$ cat config.mk
export PLATFORM = sky130hd
export DESIGN_NAME = gfm_mac_engine_flat
export DESIGN_NICKNAME = d
export VERILOG_FILES = /design/src/rtl/gfm_mac_engine_if.sv /design/src/rtl/gfm_mac_engine.sv /design/src/flat_wrapper.sv
export SDC_FILE = /design/constraint.sdc
export NUM_CORES = 2
export LEC_CHECK = 0
export BUFFER_PORTS_ARGS = -buffer_cell sky130_fd_sc_hd__buf_2
export CAP_MARGIN = 0
export CORE_MARGIN = 5
export CORE_UTILIZATION = 45
export DETAILED_ROUTE_END_ITERATION = 12
export MAX_ROUTING_LAYER = met4
export REMOVE_ABC_BUFFERS = 1
export SYNTH_ARGS = -nofsm -noshare
export SYNTH_HDL_FRONTEND = slang
export SYNTH_SLANG_ARGS = --single-unit
export TNS_END_PERCENT = 30
$ cat constraint.sdc
create_clock -name clk -period 3.1 [get_ports clk]
set_input_delay 0.31 -clock clk [delete_from_list [all_inputs] [get_ports clk]]
set_output_delay 0.31 -clock clk [all_outputs]
set_load 0.01 [all_outputs]
$ cat src/rtl/gfm_mac_engine_if.sv
// Operand-in / result-out handshake bundle for the GF(2) MAC engine.
// A transfer completes on any rising edge where valid and ready are both high.
// The producer holds its payload stable while valid is high and ready is low.
// A producer never waits for ready before raising valid.
interface gfm_mac_engine_if #(
  parameter int M = 32,
  parameter int N = 32
);
  logic         in_valid;
  logic         in_ready;
  logic [M-1:0] col_a;
  logic [N-1:0] row_b;
  logic         out_valid;
  logic         out_ready;
  logic [N-1:0] out_row;
  logic         out_last;

  modport master (
    output in_valid, col_a, row_b, out_ready,
    input  in_ready, out_valid, out_row, out_last
  );

  modport slave (
    input  in_valid, col_a, row_b, out_ready,
    output in_ready, out_valid, out_row, out_last
  );
endinterface

$ cat src/rtl/gfm_mac_engine.sv
// GF(2) matrix multiply-accumulate: XOR-accumulates K outer products col_a x row_b
// into an M x N bit array, then drains it one row per handshake.
module gfm_mac_engine #(
  parameter int M  = 32,
  parameter int N  = 32,
  parameter int KW = 6
) (
  input  logic          clk,
  input  logic          reset,
  input  logic          clk_en,
  input  logic          start,
  input  logic [KW-1:0] k_len,
  input  logic          acc_mode,
  gfm_mac_engine_if.slave bus,
  output logic          busy,
  output logic          done,
  output logic [1:0]    state_dbg
);

  localparam int IW = (M > 1) ? $clog2(M) : 1;
  localparam logic [IW-1:0] LAST_IDX = IW'(M - 1);

  typedef enum logic [1:0] {
    IDLE  = 2'd0,
    ACCUM = 2'd1,
    DRAIN = 2'd2
  } state_t;

  state_t        state;
  logic [KW-1:0] cnt;
  logic [IW-1:0] idx;
  logic          done_q;
  logic [N-1:0]  acc [M];

  logic beat_hs;
  logic row_hs;

  assign bus.in_ready  = clk_en && (state == ACCUM);
  assign bus.out_valid = clk_en && (state == DRAIN);
  assign bus.out_row   = acc[idx];
  assign bus.out_last  = bus.out_valid && (idx == LAST_IDX);

  assign beat_hs = bus.in_valid && bus.in_ready;
  assign row_hs  = bus.out_valid && bus.out_ready;

  assign busy      = (state != IDLE);
  assign done      = done_q;
  assign state_dbg = state;

  // Handshake terms already include clk_en, so a low clk_en holds everything
  // except the done pulse, which simply drops.
  always_ff @(posedge clk or negedge reset) begin
    if (!reset) begin
      state  <= IDLE;
      cnt    <= '0;
      idx    <= '0;
      done_q <= 1'b0;
      for (int i = 0; i < M; i++) begin
        acc[i] <= '0;
      end
    end else begin
      done_q <= 1'b0;
      case (state)
        IDLE: begin
          if (start && clk_en) begin
            cnt <= k_len;
            idx <= '0;
            if (!acc_mode) begin
              for (int i = 0; i < M; i++) begin
                acc[i] <= '0;
              end
            end
            state <= (k_len != '0) ? ACCUM : DRAIN;
          end
        end

        ACCUM: begin
          if (beat_hs) begin
            for (int i = 0; i < M; i++) begin
              if (bus.col_a[i]) begin
                acc[i] <= acc[i] ^ bus.row_b;
              end
            end
            cnt <= cnt - KW'(1);
            if (cnt == KW'(1)) begin
              state <= DRAIN;
              idx   <= '0;
            end
          end
        end

        DRAIN: begin
          // Drain leaves acc untouched so an acc_mode=1 job can build on it.
          if (row_hs) begin
            if (idx == LAST_IDX) begin
              state  <= IDLE;
              idx    <= '0;
              done_q <= 1'b1;
            end else begin
              idx <= idx + IW'(1);
            end
          end
        end

        default: begin
          state <= IDLE;
        end
      endcase
    end
  end

endmodule

$ cat src/flat_wrapper.sv
// flat-port wrapper written by rule: the top's interface ports become plain ports
module gfm_mac_engine_flat 
#(
  parameter int M  = 32,
  parameter int N  = 32,
  parameter int KW = 6
)
  (clk, reset, clk_en, start, k_len, acc_mode, busy, done, state_dbg, bus_in_valid, bus_col_a, bus_row_b, bus_out_ready, bus_in_ready, bus_out_valid, bus_out_row, bus_out_last);
  gfm_mac_engine_if #(.M(M), .N(N)) bus_i ();
  input  logic clk;
  input  logic reset;
  input  logic clk_en;
  input  logic start;
  input  logic [KW-1:0] k_len;
  input  logic acc_mode;
  output logic busy;
  output logic done;
  output logic [1:0] state_dbg;
  input wire logic [$bits(bus_i.in_valid)-1:0] bus_in_valid;
  input wire logic [$bits(bus_i.col_a)-1:0] bus_col_a;
  input wire logic [$bits(bus_i.row_b)-1:0] bus_row_b;
  input wire logic [$bits(bus_i.out_ready)-1:0] bus_out_ready;
  output wire logic [$bits(bus_i.in_ready)-1:0] bus_in_ready;
  output wire logic [$bits(bus_i.out_valid)-1:0] bus_out_valid;
  output wire logic [$bits(bus_i.out_row)-1:0] bus_out_row;
  output wire logic [$bits(bus_i.out_last)-1:0] bus_out_last;
  assign bus_i.in_valid = bus_in_valid;
  assign bus_i.col_a = bus_col_a;
  assign bus_i.row_b = bus_row_b;
  assign bus_i.out_ready = bus_out_ready;
  assign bus_in_ready = bus_i.in_ready;
  assign bus_out_valid = bus_i.out_valid;
  assign bus_out_row = bus_i.out_row;
  assign bus_out_last = bus_i.out_last;
  gfm_mac_engine #(.M(M), .N(N), .KW(KW)) u_core (.clk(clk), .reset(reset), .clk_en(clk_en), .start(start), .k_len(k_len), .acc_mode(acc_mode), .bus(bus_i), .busy(busy), .done(done), .state_dbg(state_dbg));
endmodule
Yosys cells after proc, flatten, opt, wreduce, memory -nomap -nowiden
Index checks and enable logic that the tools add are counted.
{ "totals": {"input_bits": 77, "ff_bits": 1038, "n_memories": 0, "ramBits": 0, "latch_bits": 0, "wordCells": 218, "rom_bits": 0} }
{ "classes": {"n_mux": 58, "div_mod_pow": 0, "n_eq_ne": 42, "magnitude_cmp": 1, "bitwise": 33, "add_sub_neg": 2, "shifts": 0, "multipliers": 0, "reduce_logical": 46} }
{ "op_table": {"columns": ["cell", "count"], "rows": [
  ["$mux 1024", 3],
  ["$pmux 1024 s2", 1],
  ["$mux 32", 34],
  ["$xor 32x32->32", 32],
  ["$reduce_and 5->1", 34],
  ["$bmux 32 s5", 1],
  ["$ne 2x2->1 const B", 35],
  ["$mux 5", 5],
  ["$pmux 5 s3", 1],
  ["$mux 2", 6],
  ["$mux 6", 2],
  ["$pmux 6 s2", 1],
  ["$eq 6x1->1 const B", 1],
  ["$ge 6x6->1 const B", 1],
  ["$logic_and 1x1->1", 6],
  ["$ne 2x1->1 const B", 3],
  ["$not 5->6", 1],
  ["$pmux 2 s3", 1],
  ["$reduce_bool 6->1", 1],
  ["$sub 6x1->6 const B", 1],
  ["$add 5x1->5 const B", 1],
  ["$eq 5x5->1 const B", 1],
  ["$reduce_bool 2->1", 2],
  ["$mux 1", 3],
  ["5 further kinds", 5]
]} }

Logic depth before layout (Yosys ltp)
{ "logic_depth": {"word_depth": 5, "ltp_mapped": 11, "depth_no_buf": 8} }

Worst setup path after synthesis
No wires, ideal clock.
{ "synth_path": {"path_kind": "reg-to-output", "startpoint": "register u_core.idx[0]", "endpoint": "output port bus_out_row[10]", "slack_ns": 0.847, "stages_incl_launch_ff": 10, "t_required_ns": 2.790, "n_path_buf": 5, "arrival_time_ns": 1.943, "path_cell_list": "dfrtp_1 > buf_2 > buf_4 > buf_4 > buf_4 > buf_4 > mux2i_1 > a221oi_1 > a211oi_1 > nor3_1"} }
{ "synth_between": {"elab_chain_len": 4} }
{ "synth_rtl": {"columns": ["element", "line", "rtl"], "rows": [
  ["from (decl)", "gfm_mac_engine.sv:31", "logic [IW-1:0] idx;"],
  ["from (signal assigned)", "gfm_mac_engine.sv:100", "idx <= idx + IW'(1);"],
  ["$not 5->6 (not written as such)", "gfm_mac_engine.sv:40", "assign bus.out_row = acc[idx];"],
  ["$bmux 32 s5", "gfm_mac_engine.sv:40", null],
  ["$mux 32 (not written as such) (2 in series)", "gfm_mac_engine.sv:40", null],
  ["to (decl)", "flat_wrapper.sv:25", "output wire logic [$bits(bus_i.out_row)-1:0] bus_out_row;"]
]} }
No other way between the ends. The select of a mux whose other input is x is not followed.

Worst setup path in the final report
{ "layout_path": {"startpoint": "register u_core.idx[0]", "endpoint": "output port bus_out_row[2]"} }
Same word-level chain as after synthesis.

==> results.yml <==
final_layout:
  fin_nets: 5463
  drive_gt1_share_pct: 16.0
  fillers: 10600
  design_area_um2: 62500
  fin_cells: 7092
  seq_area_um2: 26000
  multiInputGateArea_um2: 26300
  layout_common_cells: "1036 x nor2_1, 1035 x nand2_1, 1033 x dfrtp_1"
  area_delta_synth_final_pct: 14.8
  final_common_cell: "nor2_1"
sta:
  skew_ps: 18.9
  period_share_pct: 106
  drv_slew: 0
  worstMarginPinSlew_ps: 1020
  fin_ws_ps: -197
  slew_headroom_pct: 32.0
  rsz0062_at_grt: "yes"
  max_freq_mhz: 303
  hold_viol: 0
  final-setup-viol-count: 32
  min_period_ps: 3300
  fin_tns_setup_ps: -3600
synthesis:
  synth_flop_cell: "dfrtp_1"
  synth.cell_area_um2: 54400
  syn_area_per_cell_um2: 10.2
  ys_types: 47
  ys_ff_latch: 1038
  synthArstFlopShare_pct: 100
  synth-edff-count: 0
  synthCells: 5328
  synth_seq_area_share_pct: 47.7
  synth_warnings: 0
power:
  clkPwrFrac_pct: 22.9
  p_sw_mw: 21.9
  p_total_mw: 60.3
  switching_share_pct: 36.3
  intPower_mw: 38.4
  seqPwrFrac_pct: 40.7
  powerDensity_nw_per_um2: 965
  power.leakage_nw: 26.8
  combPwrFrac_pct: 36.4
  vdd_ir_drop_max_uv: 517
die:
  start_util_pct: 45.3
  dieWidth_um: 358
  ios: 116
  rows: 127
  coreArea_um2: 120000
  die_area_um2: 128000
  fp.dieH_um: 358
setup_path:
  r2r_setup_slack_ps: 470
  critPathLaunchType: "flip-flop"
  worstPathRequired_ps: 2790
  critical_path.top_delay_family: "buffers and inverters"
  cp.arrival_ps: 2990
  critPathMaxFanout: 6
  cp_slowest_cell: "dfrtp_4"
  cp_cell_sequence: "buf_12 > buf_12 > buf_16 > buf_4 > mux2i_1 > a221oi_1 > a211oi_1 > nor3_2 > buf_2"
  crit_buf_inv: 5
  crit_top_cell: "buf_12"
  slowest_delay_ps: 530
  crit_type: "reg2out"
  end_kind: "primary output"
clock_network:
  cts_made_buffers: 113
  cts.sinks: 1038
  htree_levels: 3
  clk_path_buf_depth: 3
  cts_root_buffer: "clkbuf_16"
  insertion_delay_ps: 680
  clk_pin_slew_ps: 60
  cts_tree: "done"
grt:
  grt_pass1_wl_um: 249000
  overflow: 0
  grt.total_usage_pct: 26.0
  grt_pass1_vias: 39400
  grt_max_degree: 104
  antenna_found_initial: 7
place:
  dp_hpwl_um: 87200
  port-buffer-count: 115
  dp.cells: 6822
  gp_congestion: 0.789
  placed_cell_area_um2: 57300
route:
  antenna_left: 0
  wl_per_cell_um: 22.8
  wl_um: 162000
  dr.pass1.iters: 5
  routed_via_density: 5.44
  drc: 0
  vias: 38600
  drt_first_iter_violations: 3411
outcome:
  violations: "negative setup slack"
  status: "finished with violations"
job:
  cap_violations: 0
worst_hold_path:
  holdCritPathClass: "in2async"
logic make-up (layout without fill, tap and decap cells):
logic type               after synthesis  in the layout  synth area share (%)
AO/OA/AOI/OAI                        263            263                  4.68
XOR/XNOR                            1024           1024                  16.5
adder cells (fa/ha/maj)                4              4                0.0919
buffers and inverters                471            614                  5.18
flip-flops                          1038           1038                  47.7
multiplexers                         385            385                  10.8
other                                  0              9                     0
AND/OR/NAND/NOR                     2143           2143                  15.0
sequential cells by signal, indices dropped and copies added, names as in the netlist:
register and cells:
u_core.cnt 6, u_core.acc 1024, u_core.idx 5, u_core.state_dbg 2
u_core.done 1
final timing paths:
check,endpoint,startpoint,cells past startpoint
hold / removal,u_core.acc[864],reset,2
max in group asynchronous,u_core.acc[923],reset,4
min in group clk,u_core.state_dbg[0],clk_en,4
setup / recovery,bus_out_row[2],u_core.idx[0],9
setup reg to reg,u_core.acc[280],u_core.state_dbg[0],6
hold reg to reg,u_core.acc[73],u_core.acc[73],2
cell usage after synthesis (2+ instances only):
cell type,count,area (um^2)
a211oi_1,27,203
a21o_1,3,22.5
a21oi_1,19,95.1
a221oi_1,59,517
a221oi_2,3,45.0
a221oi_4,29,762
a22o_1,2,17.5
a22oi_1,32,240
a2bb2oi_1,5,43.8
a32o_1,2,20.0
and2_1,5,31.3
and3_1,3,18.8
buf_1,12,45.0
buf_2,223,1120
buf_4,19,143
buf_6,89,1000
buf_8,3,45.0
clkbuf_1,90,338
dfrtp_1,1038,26000
ha_1,4,50.1
inv_1,35,131
mux2_2,33,372
mux2i_1,192,1920
mux4_2,160,3600
nand2_1,1039,3900
nand2b_1,6,37.5
nand3_1,3,15.0
nand4b_1,2,17.5
nor2_1,1040,3900
nor2b_1,4,25.0
nor3_1,29,145
o21ai_0,11,55.1
o221ai_1,32,280
o22ai_1,36,225
or3_1,4,25.0
xor2_1,1024,8970
power groups by stage:
stage	combinational, mW	sequential [mW]	clock [mW]
3_5_place_dp	20.5	24.5	0
2_1_floorplan	13.9	24.0	0
5_1_grt	24.1	25.2	14.6
3_3_place_gp	19.9	24.3	0
4_1_cts	21.9	24.4	14.1
6_report	22.0	24.5	13.8
worst register-to-register path: stages (launching register included):
cell and delay, ps:
dfrtp_1 460, or3b_4 580, buf_12 260, nor2_4 560, buf_12 300, buf_12 260, nor2_1 100
metal layers:
layer  GRT usage (%)  share of wire [%]  up-vias  wire length, um
li1                -                  -    17300                -
met1            37.2                 46    19900            74600
met2            39.0                 45     1161            73000
met3            4.40                6.4      252            10400
met4            6.56                2.5        0             4020
met5               -                  0        -                0
repair_timing:
| item | CTS | global route |
|---|---|---|
| cloned | 8 | 2 |
| hold buffers | 8 | 0 |
| hold endpoints to repair | 201 | 0 |
| pin swaps | 16 | 12 |
| resized for setup | 95 | 32 |
| setup buffers | 41 | 1 |
| setup endpoints to repair | 33 | 33 |
metrics by stage:
stage,worst slack [ps],hold WS [ps],util (%)
detailed placement,317,247,47.7
finish,-197,134,52.0
floorplan,-11110,14.4,-
global placement,302,247,47.7
CTS,-242,112,51.9
global route,-292,148,52.0
layout make-up:
class / instances / area share (%)
Antenna cell: 9 / 0.0360
Multi-Input combinational cell: 3819 / 42.0
Inverter: 35 / 0.210
Clock inverter: 34 / 0.596
Clock buffer: 170 / 5.44
Tap cell: 1612 / 3.23
Sequential cell: 1038 / 41.6
Timing Repair Buffer: 375 / 6.87
Power figures use the tool's default switching activity.
